--- config.mk ---
export PLATFORM = sky130hd
export DESIGN_NAME = div_burst_pulse_gen
export DESIGN_NICKNAME = d
export VERILOG_FILES = /design/src/rtl/div_burst_pulse_gen.sv
export SDC_FILE = /design/constraint.sdc
export NUM_CORES = 1
export LEC_CHECK = 0
export CAP_MARGIN = 20
export CORE_ASPECT_RATIO = 0.9
export CORE_MARGIN = 1
export CORE_UTILIZATION = 49
export CTS_CLUSTER_DIAMETER = 200
export CTS_CLUSTER_SIZE = 24
export DETAILED_ROUTE_END_ITERATION = 12
export HOLD_SLACK_MARGIN = 0.15
export PLACE_DENSITY_LB_ADDON = 0.3
export SLEW_MARGIN = 20
export SYNTH_ARGS = -nofsm -noshare
export SYNTH_HDL_FRONTEND = slang
export SYNTH_SLANG_ARGS = --single-unit
--- constraint.sdc ---
create_clock -name clk_in -period 2.5 [get_ports clk_in]
set_input_delay 0.5 -clock clk_in [delete_from_list [all_inputs] [get_ports clk_in]]
set_output_delay 0.5 -clock clk_in [all_outputs]
set_load 0.05 [all_outputs]
--- src/rtl/div_burst_pulse_gen.sv ---
// Burst pulse generator fed by the /2../16 divider: turns rising edges of one selected
// divided clock into single-cycle pulses, N per burst. Optional input sync: DIV_BURST_SYNC_IN_EN.
module div_burst_pulse_gen #(
  parameter int CNT_W = 8
) (
  input  logic             clk_in,
  input  logic             rst,
  input  logic             clk_div_2,
  input  logic             clk_div_4,
  input  logic             clk_div_8,
  input  logic             clk_div_16,
  input  logic [1:0]       sel,
  input  logic             start,
  input  logic [CNT_W-1:0] burst_len,
  output logic             pulse,
  output logic             busy,
  output logic             done,
  output logic [CNT_W-1:0] pulse_cnt,
  output logic [1:0]       state_dbg
);

  // Handshake: start is a one-cycle request sampled only in IDLE; there is no ready,
  // a start seen in any other state is dropped. done is a one-cycle completion strobe.

  typedef enum logic [1:0] {
    IDLE = 2'd0,
    ARM  = 2'd1,
    RUN  = 2'd2,
    FIN  = 2'd3
  } state_t;

  state_t           state_q, state_d;
  logic [1:0]       sel_q;
  logic [CNT_W-1:0] len_q;
  logic             hist_q;
  logic [3:0]       div_raw;
  logic [3:0]       div_lvl;
  logic             src;
  logic             rise;
  logic [CNT_W-1:0] cnt_inc;

  logic latch_en;
  logic hist_en;
  logic count_en;
  logic done_d;
  logic busy_d;

  assign div_raw = {clk_div_16, clk_div_8, clk_div_4, clk_div_2};

`ifdef DIV_BURST_SYNC_IN_EN
  logic [3:0] sync_q1;
  logic [3:0] sync_q2;

  always_ff @(posedge clk_in or negedge rst) begin
    if (!rst) begin
      sync_q1 <= '0;
      sync_q2 <= '0;
    end else begin
      sync_q1 <= div_raw;
      sync_q2 <= sync_q1;
    end
  end

  assign div_lvl = sync_q2;
`else
  assign div_lvl = div_raw;
`endif

  assign src       = div_lvl[sel_q];
  assign rise      = src & ~hist_q;
  assign cnt_inc   = pulse_cnt + {{(CNT_W-1){1'b0}}, 1'b1};
  assign state_dbg = state_q;

  always_ff @(posedge clk_in or negedge rst) begin
    if (!rst) begin
      state_q <= IDLE;
    end else begin
      state_q <= state_d;
    end
  end

  always_comb begin
    state_d  = state_q;
    latch_en = 1'b0;
    hist_en  = 1'b0;
    count_en = 1'b0;
    done_d   = 1'b0;
    busy_d   = busy;
    case (state_q)
      IDLE: begin
        if (start) begin
          state_d  = ARM;
          latch_en = 1'b1;
          busy_d   = 1'b1;
        end
      end
      ARM: begin
        // History is primed with the current level so a source already high is not an edge.
        hist_en = 1'b1;
        state_d = (len_q == '0) ? FIN : RUN;
      end
      RUN: begin
        hist_en = 1'b1;
        if (rise) begin
          count_en = 1'b1;
          if (cnt_inc == len_q) begin
            state_d = FIN;
          end
        end
      end
      FIN: begin
        state_d = IDLE;
        done_d  = 1'b1;
        busy_d  = 1'b0;
      end
      default: begin
        state_d = IDLE;
        busy_d  = 1'b0;
      end
    endcase
  end

  always_ff @(posedge clk_in or negedge rst) begin
    if (!rst) begin
      sel_q     <= '0;
      len_q     <= '0;
      hist_q    <= 1'b0;
      pulse     <= 1'b0;
      busy      <= 1'b0;
      done      <= 1'b0;
      pulse_cnt <= '0;
    end else begin
      pulse <= count_en;
      busy  <= busy_d;
      done  <= done_d;
      if (hist_en) begin
        hist_q <= src;
      end
      if (latch_en) begin
        sel_q     <= sel;
        len_q     <= burst_len;
        pulse_cnt <= '0;
      end else if (count_en) begin
        pulse_cnt <= cnt_inc;
      end
    end
  end

endmodule

Word level (Yosys, flattened, before mapping) --
Cells that the tools add are included.
Storage, ports and cells: register bits 24, bits in latches 0, memory bits (writable) 0, memory bits (read-only) 0, output and inout port bits 13, logic and storage cells 43, memories 0
Cells by class: add/subtract/negate cells 1, multipliers 0, divide/modulo/power cells 0, $lt $le $gt $ge 1, eq/ne operators 7, shift-type cells 0, multiplexer cells 17, bitwise gates (word level) 2, reductions and logical operators 7
Operators by type and width (count):
- $mux 8 | 2
- $mux 1 | 9
- $add 8x1->8 const B | 1
- $eq 8x8->1 | 1
- $logic_not 8->1 | 1
- $pmux 2 s4 | 1
- $mux 2 | 3
- $ne 2x2->1 const B | 3
- $eq 2x2->1 const B | 2
- $reduce_bool 2->1 | 2
- $lt 2x3->1 const B | 1
- $reduce_and 3->1 | 1
- $bmux 1 s2 | 1
- $eq 2x1->1 const B | 1
- $logic_not 2->1 | 1
- $pmux 1 s2 | 1
- $reduce_and 2->1 | 1
- $reduce_or 2->1 | 1
- $and 1x1->1 | 1
- $not 1->1 | 1

Logic depth before layout (Yosys ltp) --
Gate-level depths: netlist of the first run.
depth after elaboration 7, mapped depth 8, depth with buffers taken out 7

Worst setup path before layout of the first run --
Ideal clock, no wire load.
path kind register to register, from register pulse_cnt[0], to register state_q[1], in the netlist state_dbg[1], setup time 125 ps, arrival 2273 ps, data required time 2375 ps, path slack 102 ps, cell stages (with the launch flop) 9, period minus slack after synthesis 2398 ps, path through dfrtp_1 -> ha_1 -> buf_2 -> inv_1 -> nor4_1 -> a21oi_1 -> o31a_1 -> nor3_1 -> mux2_2
Between the ends: cells in the longest elaborated chain, start to end 4
RTL lines:
- start: declaration | line 18 | output logic [CNT_W-1:0] pulse_cnt,
- start signal: assignment | line 144 | pulse_cnt <= cnt_inc;
- $add 8x1->8 | line 71 | assign cnt_inc = pulse_cnt + {{(CNT_W-1){1'b0}}, 1'b1};
- $eq 8x8->1 | line 106 | if (cnt_inc == len_q) begin
- $ne 2x2->1 (no line)
- $reduce_and 3->1 (no line)
- end signal: assignment | line 78 | state_q <= state_d;
- end: declaration | line 32 | state_t state_q, state_d;
Every way passes these cells. A chain may end at the register's enable or synchronous reset.

Worst setup path after layout of the first run --
Same ends and word-level chain as after synthesis.

==> results of run 1 <==
## flip-flops by register name, indices dropped and copies added, names as in the netlist
register   cells
busy           1
done           1
hist_q         1
len_q          8
pulse          1
pulse_cnt      8
sel_q          2
state_dbg      2
## placed cells by master (no fill, tap or decap), types with 3 or more instances in the layout
master / netlist / final
clkdlybuf4s50_1: 0 / 29
mux2_2: 12 / 12
ha_1: 5 / 5
nand2_1: 4 / 4
nand4_1: 4 / 4
xnor2_1: 7 / 7
nor4_1: 3 / 3
a21oi_1: 3 / 3
clkbuf_4: 0 / 3
xor2_1: 10 / 10
nor2_1: 9 / 9
inv_1: 3 / 3
dfrtp_1: 24 / 24
## power by group through the flow
stage	clock network [uW]	registers (uW)	logic (uW)
floorplan	0	825	485
global placement	0	680	848
detailed placement	0	690	875
CTS	218	681	879
global route	229	704	953
finish	214	681	871
## kinds of logic (layout without fill, tap and decap cells)
group / count (synthesis) / count (layout) / synth area share [%]
simple gates: 36 / 36 / 15.9
mux: 14 / 14 / 12.9
flops: 24 / 24 / 46.3
compound gates: 10 / 10 / 5.69
fa+ha+maj: 5 / 5 / 4.82
buf+inv: 9 / 38 / 2.89
xor+xnor: 17 / 17 / 11.5
## worst max path at each step
stage	slack, ns	cells past startpoint	endpoint	startpoint
after floorplan	0.10	8	state_dbg[1]$_DFFE_PN0P_	pulse_cnt[0]$_DFFE_PN0P_
after CTS	0.19	7	state_dbg[1]$_DFFE_PN0P_	pulse_cnt[0]$_DFFE_PN0P_
final	0.20	7	state_dbg[1]$_DFFE_PN0P_	pulse_cnt[0]$_DFFE_PN0P_
after global placement	0.1	7	state_dbg[1]$_DFFE_PN0P_	clk_div_16
after detailed placement	0.04	7	state_dbg[1]$_DFFE_PN0P_	clk_div_4
after global routing	0.05	7	state_dbg[1]$_DFFE_PN0P_	pulse_cnt[0]$_DFFE_PN0P_
## per-stage QoR
step	hold slack, ns	power (uW)	cells	util (%)
floorplan	0.204	1310	115	-
global placement	0.488	1530	168	64.8
detailed placement	0.501	1560	168	64.8
CTS	0.515	1780	172	66.2
global route	0.545	1890	172	66.2
finish	0.506	1770	172	66.2
## cell type report
cell class	count	area [um^2]
inverters	3	11.3
multi-input cells	82	659
well taps	28	35.0
repair buffers	31	305
clock buffers	4	36.3
fillers	199	841
flip-flops and latches	24	601
## per-layer routing
layer,track usage [%],wire length (um)
met1,25.7,1120
met2,31.7,1160
met3,3.29,113
met4,11.4,76
met5,0,0
==> run summary, run 1 <==
Status -> finished clean
Worst slew margin -> 66.7%
Initial antenna violation count -> 0
CP Data Required Time -> 2.72 ns
WP buf/inv -> 1
Max incr delay on CP -> 0.49 ns
Synth area leader -> dfrtp_1
Final Hold Vio Count -> 0
RR Startpoint -> pulse_cnt[0]$_DFFE_PN0P_
H-Tree Depth -> 1
Die width -> 56.2 um
Post-DRT Antenna Nets -> 0
Internal power -> 1040 uW
Static Leak -> 0.000683 uW
CTS sink cnt -> 24
Avg WL per Cell -> 14.4 um
Hold-fix buffer count after cts -> 0
I/O Buffers -> 29
DR vias -> 973
Clk_lat worst skew -> 0.32 ns
CTS resizes -> 0
Final Setup Violations -> 0
Worst path top cell family by delay -> simple AND/OR/NAND/NOR gates
Synthesized area per cell -> 11.3 um^2
Synth Instances -> 115
Die height -> 50.8 um
Diode count -> 0
Most instantiated library cell after synthesis -> dfrtp_1
DRC viols -> 0
Setup WS post-layout -> 0.198 ns
Number of synthesized flops with an enable pin -> 0
Switch Pwr -> 722 uW
Num CTS Buffers -> 3
Dpl ws -> 0.0387 ns
Dominant synthesized flop cell -> dfrtp_1
Reg2reg end -> state_dbg[1]$_DFFE_PN0P_
Post-DP HPWL -> 1820 um
CP max FO -> 8
Slew Limit Fails -> 0
Vias in the first global route -> 930
# rows -> 17
GP Congestion -> 0.908
Setup TNS -> 0 ns
Placed cell area -> 0.00161 mm^2
Final worst-path cycle share -> 92.1%
Flops & latches, synth -> 24
Total GRT Usage -> 19.8%
Critical-path cell list -> ha_1 > inv_1 > nor4_1 > a21oi_1 > o31a_1 > nor3_1 > mux2_2
Post CTS Setup Buffer Count -> 0
Worst Path Arrival -> 2.53 ns
Clk buf depth -> 2
CTS tree -> done
Hold Path Class -> in -> async
Crit. End Element -> register
Final Cell Area -> 0.00165 mm^2
Worst slew pin tran -> 0.499 ns
Crit path time final -> 2.30 ns
Die area -> 0.00286 mm^2
Vias/cell -> 5.66
Initial Utilization -> 52.1%
DRT Wirelength -> 2470 um
Share of layout cells above drive strength 1 -> 14.6%
Synth Warn # -> 0
Fin nets -> 167
Mapped Nets -> 137
Gate power share -> 49.3%
DR iter-0 viols -> 16
Worst-case reg-to-reg path depth -> 7
IO Count -> 30
Area growth syn-to-layout -> 27.0%
Pwr Density -> 1070 mW/mm^2
Pin count of the biggest net entering global routing -> 25
Max Clk Rate -> 434 MHz
Grt ovf -> 0
Max IR drop VDD -> 0.000794 V
Global-route wire length before repair -> 4240 um
CP max stage cell -> dfrtp_1
Critical path type -> reg -> reg
Post-Synthesis Cell Area -> 0.00130 mm^2
Clock network power share -> 12.1%
DR pass1 iterations -> 4
Synth area leaders -> dfrtp_1 46%, mux2_2 10%, xor2_1 6.8%
Netlist cell types -> 33
Max-cap violations -> 0
Sw Ratio -> 40.9%
Post-synth top cells -> 24 x dfrtp_1, 12 x mux2_2, 10 x xor2_1
Sequential share of power -> 38.6%
RSZ-0062 raised after global routing -> false
Clk_skew -> 0.00449 ns
Seq/Total Area, Yosys -> 46.3%
Reg2reg setup slack -> 0.20 ns
Area fraction of the dominant cell type after synthesis -> 46.3%
Worst-path clk slew -> 0.14 ns
CORE AREA -> 0.00249 mm^2
Asr flop ratio synth -> 100%
Root Buffer -> clkbuf_4
Startpoint Class -> register
Power figures use the tool's default switching activity.
==> inputs of run 2 (changes only) <==
--- a/config.mk
+++ b/config.mk
@@ -5,6 +5,7 @@
 export SDC_FILE = /design/constraint.sdc
 export NUM_CORES = 1
 export LEC_CHECK = 0
+export ABC_AREA = 1
 export CAP_MARGIN = 20
 export CORE_ASPECT_RATIO = 0.9
 export CORE_MARGIN = 1
==> run 2 against run 1 <==
Compared with the run above: die area grew 3.6%; highest routed layer unchanged; the run now ends with design-rule violations left; final cell count grew 36%; first-iteration DRC count grew 50%; synthesized cell count grew 52%.
==> run summary, run 2 <==
Die area -> 0.00296 mm^2
# rows -> 17
Clk_skew -> 0.00168 ns
Max IR drop VDD -> 0.000728 V
Final Setup Violations -> 0
Vias in the first global route -> 1238
Startpoint Class -> register
Initial Utilization -> 53.2%
Worst-case reg-to-reg path depth -> 6
I/O Buffers -> 29
GP Congestion -> 0.803
Clk_lat worst skew -> 0.31 ns
Worst-path clk slew -> 0.13 ns
Final worst-path cycle share -> 89.0%
Clock network power share -> 10.7%
Seq/Total Area, Yosys -> 44.6%
Asr flop ratio synth -> 100%
Area fraction of the dominant cell type after synthesis -> 44.6%
Switch Pwr -> 753 uW
RSZ-0062 raised after global routing -> false
Num CTS Buffers -> 3
Worst Path Arrival -> 1.72 ns
Initial antenna violation count -> 0
Cell count along the critical path -> 1
Dominant synthesized flop cell -> dfrtp_1
DR pass1 iterations -> 8
Post-DRT Antenna Nets -> 0
Util after Layout -> 66.8%
Root Buffer -> clkbuf_4
Crit path time final -> 2.22 ns
Avg WL per Cell -> 12.7 um
Failing checks -> design-rule violations
Vias/cell -> 5.36
H-Tree Depth -> 1
Min-Delay Path Depth -> 2
Critical path type -> reg -> out
Die width -> 57.3 um
Critical-path cell list -> clkdlybuf4s50_1
Internal power -> 864 uW
Clk buf depth -> 2
Commonest non-fill, non-tap cell in the layout -> nand2_1
Crit. End Element -> output port
Fin nets -> 230
WP buf/inv -> 1
CTS sink cnt -> 24
Post-synth top cells -> 54 x nand2_1, 24 x dfrtp_1, 19 x inv_1
Worst slew pin tran -> 0.500 ns
Hold Path Class -> reg -> reg
Number of synthesized flops with an enable pin -> 0
Final Hold Vio Count -> 0
Total GRT Usage -> 22.1%
Slew Limit Fails -> 0
Synth area leaders -> dfrtp_1 45%, nand2_1 15%, nand3_1 6.3%
DRC viols -> 4
CTS tree -> done
Flops & latches, synth -> 24
Netlist cell types -> 22
Pwr Density -> 957 mW/mm^2
Sw Ratio -> 46.5%
Post-DP HPWL -> 2320 um
Share of layout cells above drive strength 1 -> 8.74%
CORE AREA -> 0.00253 mm^2
Max incr delay on CP -> 0.86 ns
IO Count -> 30
Worst slew margin -> 66.6%
Synth Warn # -> 0
Static Leak -> 0.000780 uW
Most instantiated library cell after synthesis -> nand2_1
Pin count of the biggest net entering global routing -> 25
DR iter-0 viols -> 24
Sequential share of power -> 39.8%
Synth area leader -> dfrtp_1
Area growth syn-to-layout -> 25.6%
Diode count -> 0
Max-cap violations -> 0
CTS resizes -> 0
Grt ovf -> 0
CP max FO -> 9
Post CTS Setup Buffer Count -> 0
Post-Synthesis Cell Area -> 0.00135 mm^2
DRT Wirelength -> 2980 um
Synthesized area per cell -> 7.69 um^2
CP max stage cell -> clkdlybuf4s50_1
Status -> finished with violations
CP Data Required Time -> 2.00 ns
DR vias -> 1255
Hold-fix buffer count after cts -> 0
Synth Instances -> 175
Reg2reg setup slack -> 0.55 ns
Die height -> 51.7 um
Max Clk Rate -> 450 MHz
Worst path top cell family by delay -> buffers and inverters
Largest regs -> len_q x8, pulse_cnt x8
Setup TNS -> 0 ns
Most frequent cells in the layout -> 54 x nand2_1, 29 x clkdlybuf4s50_1, 24 x dfrtp_1
Mapped Nets -> 197
Global-route wire length before repair -> 5060 um
Gate power share -> 49.6%
==> run 2: final timing paths <==
check / startpoint / end
max reg2reg: state_dbg[0]$_DFFE_PN0P_ / busy$_DFFE_PN0P_
min: busy$_DFFE_PN0P_ / busy$_DFFE_PN0P_
min reg2reg: busy$_DFFE_PN0P_ / busy$_DFFE_PN0P_
max in group asynchronous: rst / sel_q[1]$_DFFE_PN0P_
min in group asynchronous: rst / pulse_cnt[5]$_DFFE_PN0P_
max: pulse_cnt[2]$_DFFE_PN0P_ / pulse_cnt[2]
==> run 2: cell type report <==
| type | count | area [um^2] |
|---|---|---|
| Clock buffer | 3 | 22.5 |
| Fill cell | 221 | 841 |
| Inverter | 22 | 82.6 |
| Multi-Input combinational cell | 127 | 652 |
| Sequential cell | 24 | 601 |
| Tap cell | 28 | 35.0 |
| Timing Repair Buffer | 30 | 298 |
==> run 2: tightest hold or removal path: cells and delay by family, from the launching register on <==
family / cells / cell delay (ns)
flip-flops: 1 / 0.37
buffers and inverters: 1 / 0.05
AO/OA/AOI/OAI: 1 / 0.09
==> run 2: cell families after synthesis <==
group,share of synthesized area (%)
adders and majority gates,4.65
AOI/OAI and AO/OA,9.48
and+or+nand+nor,33.6
xor gates and xnor gates,0.651
DFF,44.6
buffers and inverters,6.97
==> run 2: routing by layer <==
metal	vias to the layer above	part of all wire (%)	GRT usage (%)
li1	631	-	-
met1	587	44	25.8
met2	33	51	42.0
met3	4	4.4	3.48
met4	0	0.74	6.50
met5	-	0	0
==> run 2: stage by stage <==
stage	hold WS, ns	setup slack [ns]	cells	total power [uW]	cell area, um^2
after floorplan	0.204	0.547	175	1190	1350
after global placement	0.488	0.513	231	1420	1670
after detailed placement	0.495	0.400	231	1450	1670
after CTS	0.529	0.275	234	1620	1690
after global routing	0.547	0.215	234	1730	1690
final	0.526	0.276	234	1620	1690
==> run 2: power by group through the flow <==
stage	clock network [uW]	registers (uW)	logic (uW)
finish	172	643	801
global route	185	655	892
CTS	170	641	807
detailed placement	0	650	802
global placement	0	643	776
floorplan	0	779	415
